[config.mk]
export PLATFORM = sky130hd
export DESIGN_NAME = bootram_arbiter
export DESIGN_NICKNAME = d
export VERILOG_FILES = /design/src/rtl/bootram_arbiter_pkg.sv /design/src/rtl/bootram_arbiter_rr.sv /design/src/rtl/bootram_arbiter.sv
export SDC_FILE = /design/constraint.sdc
export NUM_CORES = 1
export LEC_CHECK = 0
export CAP_MARGIN = 15
export CELL_PAD_IN_SITES_DETAIL_PLACEMENT = 0
export CELL_PAD_IN_SITES_GLOBAL_PLACEMENT = 2
export CORE_UTILIZATION = 10
export CTS_CLUSTER_DIAMETER = 80
export CTS_CLUSTER_SIZE = 8
export DETAILED_ROUTE_END_ITERATION = 16
export GPL_TIMING_DRIVEN = 0
export PLACE_DENSITY = 0.95
export SYNTH_ARGS = -nofsm -noshare
export SYNTH_HDL_FRONTEND = slang
export SYNTH_HIERARCHICAL = 1
export SYNTH_SLANG_ARGS = --single-unit
[constraint.sdc]
create_clock -name clk -period 5.59 [get_ports clk]
set_clock_uncertainty 0.1 [all_clocks]
set_input_delay 1.677 -clock clk [delete_from_list [all_inputs] [get_ports clk]]
set_output_delay 1.677 -clock clk [all_outputs]
set_load 0.005 [all_outputs]
[src/rtl/bootram_arbiter_pkg.sv]
// Shared constants and helpers for the boot ROM arbiter.
// Port index encoding and the ROM window address check.
package bootram_arbiter_pkg;

    localparam logic [31:0] BOOTROM_BASE  = 32'h0000_0000;
    localparam int unsigned BOOTROM_WORDS = 72;

    localparam logic PORT_FETCH = 1'b0;
    localparam logic PORT_LOAD  = 1'b1;

    typedef struct packed {
        logic valid;
        logic owner;
        logic err;
    } resp_slot_t;

    // Out-of-window, misaligned, or past the populated words.
    function automatic logic addr_bad(
        input logic [31:0] addr,
        input logic [31:0] base,
        input int unsigned words
    );
        logic [31:0] idx;
        idx = {25'd0, addr[8:2]};
        return (addr[31:9] != base[31:9])
            || (addr[1:0] != 2'b00)
            || (idx >= words);
    endfunction

endpackage

[src/rtl/bootram_arbiter_rr.sv]
// Two-way round-robin grant with a last-grant register.
// Reusable in front of any shared single-port memory.
module rr_arbiter2 (
    input  logic       i_clk,
    input  logic       i_rst,
    input  logic [1:0] i_req,
    output logic [1:0] o_gnt
);

    logic r_last;

    always_comb begin
        o_gnt = 2'b00;
        unique case (i_req)
            2'b01:   o_gnt = 2'b01;
            2'b10:   o_gnt = 2'b10;
            2'b11:   o_gnt = r_last ? 2'b01 : 2'b10;
            default: o_gnt = 2'b00;
        endcase
    end

    // Reset to 1 so port 0 wins the first contention.
    always_ff @(posedge i_clk) begin
        if (i_rst) begin
            r_last <= 1'b1;
        end else if (|o_gnt) begin
            r_last <= o_gnt[1];
        end
    end

endmodule

[src/rtl/bootram_arbiter.sv]
// Shares the synchronous-read boot ROM between fetch and loader.
// One access per cycle; the word returns to its owner one cycle later.
module bootram_arbiter
    import bootram_arbiter_pkg::*;
#(
    parameter logic [31:0] BOOT_BASE = BOOTROM_BASE,
    parameter int unsigned ROM_WORDS = BOOTROM_WORDS,
    parameter logic [31:0] ERR_DATA  = 32'h0000_0000
) (
    input  logic        clk,
    input  logic        rst,
    input  logic        req_valid_0,
    input  logic [31:0] req_addr_0,
    output logic        req_ready_0,
    output logic        resp_valid_0,
    output logic [31:0] resp_data_0,
    output logic        resp_err_0,
    input  logic        req_valid_1,
    input  logic [31:0] req_addr_1,
    output logic        req_ready_1,
    output logic        resp_valid_1,
    output logic [31:0] resp_data_1,
    output logic        resp_err_1,
    output logic [31:0] rom_addr,
    input  logic [31:0] rom_rd_data
);

    logic [1:0]  w_req;
    logic [1:0]  w_gnt;
    logic [31:0] w_addr;
    logic [31:0] w_data;
    logic        w_rv;
    logic        w_rv0;
    logic        w_rv1;
    resp_slot_t  r_slot;

    // No grants while in reset: the slot would be discarded anyway.
    assign w_req = {req_valid_1, req_valid_0} & {2{~rst}};

    rr_arbiter2 u_rr (
        .i_clk (clk),
        .i_rst (rst),
        .i_req (w_req),
        .o_gnt (w_gnt)
    );

    assign req_ready_0 = w_gnt[PORT_FETCH];
    assign req_ready_1 = w_gnt[PORT_LOAD];

    assign w_addr   = w_gnt[PORT_LOAD] ? req_addr_1 : req_addr_0;
    assign rom_addr = w_addr;

    always_ff @(posedge clk) begin
        if (rst) begin
            r_slot <= '0;
        end else begin
            r_slot.valid <= |w_gnt;
            r_slot.owner <= w_gnt[PORT_LOAD];
            r_slot.err   <= addr_bad(w_addr, BOOT_BASE, ROM_WORDS);
        end
    end

    // A response due while reset is asserted is dropped.
    assign w_rv   = r_slot.valid & ~rst;
    assign w_rv0  = w_rv & (r_slot.owner == PORT_FETCH);
    assign w_rv1  = w_rv & (r_slot.owner == PORT_LOAD);
    assign w_data = r_slot.err ? ERR_DATA : rom_rd_data;

    assign resp_valid_0 = w_rv0;
    assign resp_data_0  = w_rv0 ? w_data : 32'd0;
    assign resp_err_0   = w_rv0 & r_slot.err;

    assign resp_valid_1 = w_rv1;
    assign resp_data_1  = w_rv1 ? w_data : 32'd0;
    assign resp_err_1   = w_rv1 & r_slot.err;

endmodule
==> qor.yml <==
mostFrequentLayoutCell: "clkdlybuf4s50_1"
synth_top_area_share_pct: 32.76
rsz0062_at_grt: "no"
cts_root_buf: "clkbuf_8"
ir_drop_mv: 0.04951
pwr_density_cell_mw_per_mm2: 83.35
cts_tree: "done"
die_h_um: 106.9
synth_cell_types: 23
fin_util_pct: 31.96
pwr-share-clk_pct: 20.9
yosys.area.top_type: "mux2_2"
initial_core_util_pct: 10.47
post-route-min-period_ps: 5504
slew_viol_final: 0
dieArea_mm2: 0.01142
vias: 2106
hold_violations: 0
portBuffers: 201
status: "finished clean"
grt_max_degree: 11
routed_wl_mm: 7.273
dpl.hpwl_mm: 6.374
clk_pin_slew_worst_paths_ps: 30
syn_to_final_growth_pct: 205.3
netlist_instances: 186
synth_nets: 286
crit_type: "input pin to output pin"
cts_num_sinks: 4
final.period_utilization_pct: 98.46
core_mm2: 0.01051
slew_headroom_pct: 42.84
dp_worst_setup_slack_ps: -861.7
cts_buffers: 3
gp_congestion: 0.7796
r2r_slack_ps: 3210
power.total_uw: 279.9
ioPinCount: 202
die_x_um: 106.9
yosys-top-cells-area: "mux2_2 33%, nor2_1 25%, nand2_1 11%"
ys_warn_count: 6
syn-cell-area_mm2: 0.001100
grt_overflow: 0
wire_per_inst_um: 13.80
first_pass_iters: 4
synth_seq_cells: 4
cts.path.max_buffers: 2
layout.nets: 493
required_ps: 3810
power.internal_uw: 204.1
setup_viol: 0
mostFrequentLayoutCells: "200 x clkdlybuf4s50_1, 72 x nor2_1, 32 x mux2_2, 32 x nand2_1, 8 x nor4_1"
end_kind: "output pin"
finalSetupTns_ps: 0
cts_hold_buf: 0
cp_max_fo: 10
row_count: 37
clkLatencyLatePin_ps: 210
worstHoldPathType: "register to register"
yosysSeqAreaShare_pct: 7.281
worst-endpoint-arrival_ps: 3730
p_leak_nw: 1.193
pwr-share-comb_pct: 67.9
start_kind: "input pin"
cap_violations: 0
fmax_mhz: 181.7
diodes: 0
antenna_found_initial: 0
grtUsageTotal_pct: 11.92
power_switching_uw: 75.86
via_per_inst: 3.996
p_seq_share_pct: 11.2
postRouteAntennaNets: 0
drive_above_1_share_pct: 11.76
drcViolationCount: 0
h-tree-depth: 1
setup_ws_ps: 86.19
grt_pass1_wl_mm: 10.74
worst_pin_slew_ps: 846.4
avgSynthCellArea_um2: 5.913
switching_share_pct: 27.10
grt_pass1_vias: 2156
initialDrtViolationCount: 110
final timing paths:
kind / start / endpoint / cells after the start
hold / removal: u_rr/r_last / u_rr/r_last / 2
setup reg to reg: u_rr/r_last / r_slot[0] / 6
setup / recovery: req_valid_1 / rom_addr[17] / 7
hold reg to reg: u_rr/r_last / u_rr/r_last / 2
synthesized netlist by cell type:
cell type and n:
nand4_1 2, nor4_1 8, a21oi_1 1, buf_4 1
nand3b_1 1, inv_1 3, mux2_2 32, a211o_1 1
nor3_1 1, clkbuf_1 7, dfxtp_1 4, or3b_2 1
clkinv_1 1, or4_1 2, nor2b_1 4, nand2_1 32
a21boi_0 2, nor4b_1 1, nor2_1 72, a31oi_1 2
o31ai_1 1, buf_2 6, o41ai_1 1
through the flow:
stage,area (µm²),hold WS [ps],std cells
floorplan,1100,374.0,186
global placement,3282,383.0,523
detailed placement,3282,403.0,523
CTS,3351,446.4,527
global route,3358,489.5,527
finish,3358,446.8,527
power by group through the flow:
| stage | clock [mW] | sequential, mW | combinational, mW |
|---|---|---|---|
| floorplan | 0 | 0.0314 | 0.0532 |
| global placement | 0 | 0.0315 | 0.187 |
| detailed placement | 0 | 0.0316 | 0.188 |
| CTS | 0.0597 | 0.0315 | 0.192 |
| global route | 0.0623 | 0.0317 | 0.204 |
| finish | 0.0585 | 0.0315 | 0.190 |
sequential cells by signal (all words and copies together) (netlist names):
register,count
r_slot,3
u_rr/r_last,1
cell type report:
cell class / instances / area (µm²)
well taps: 136 / 170.2
multi-input cells: 164 / 954.7
fillers: 1122 / 7151
clock buffers: 3 / 41.29
plain buffers: 14 / 78.83
repair buffers: 202 / 2018
flip-flops and latches: 4 / 80.08
inverters: 4 / 15.01
routing by layer:
layer  GRT usage (%)  wire [µm]
met5               0          0
met4           2.544        116
met3           2.979        785
met2           24.61       3833
met1           11.64       2537
timing repair:
| action | CTS | global route |
|---|---|---|
| gates resized for setup | 8 | 2 |
| setup buffers | 1 | 0 |
| cloned | 0 | 0 |
| setup endpoints to repair | 33 | 17 |
worst max-delay path, cell delays in order:
cell	delay (ps)
clkdlybuf4s50_1	440
nor2b_2	170
a21boi_4	240
buf_6	170
buf_4	200
mux2_2	360
clkdlybuf4s50_1	460
cell families (layout without fill, tap and decap cells):
kind of cell	after synthesis	after routing	share of synthesized area [%]
AO/OA/AOI/OAI	8	8	5.233
buffers and inverters	18	223	7.168
flip-flops	4	4	7.281
multiplexers	32	32	32.76
AND/OR/NAND/NOR	124	124	47.55
(Power assumes the default switching activity.)
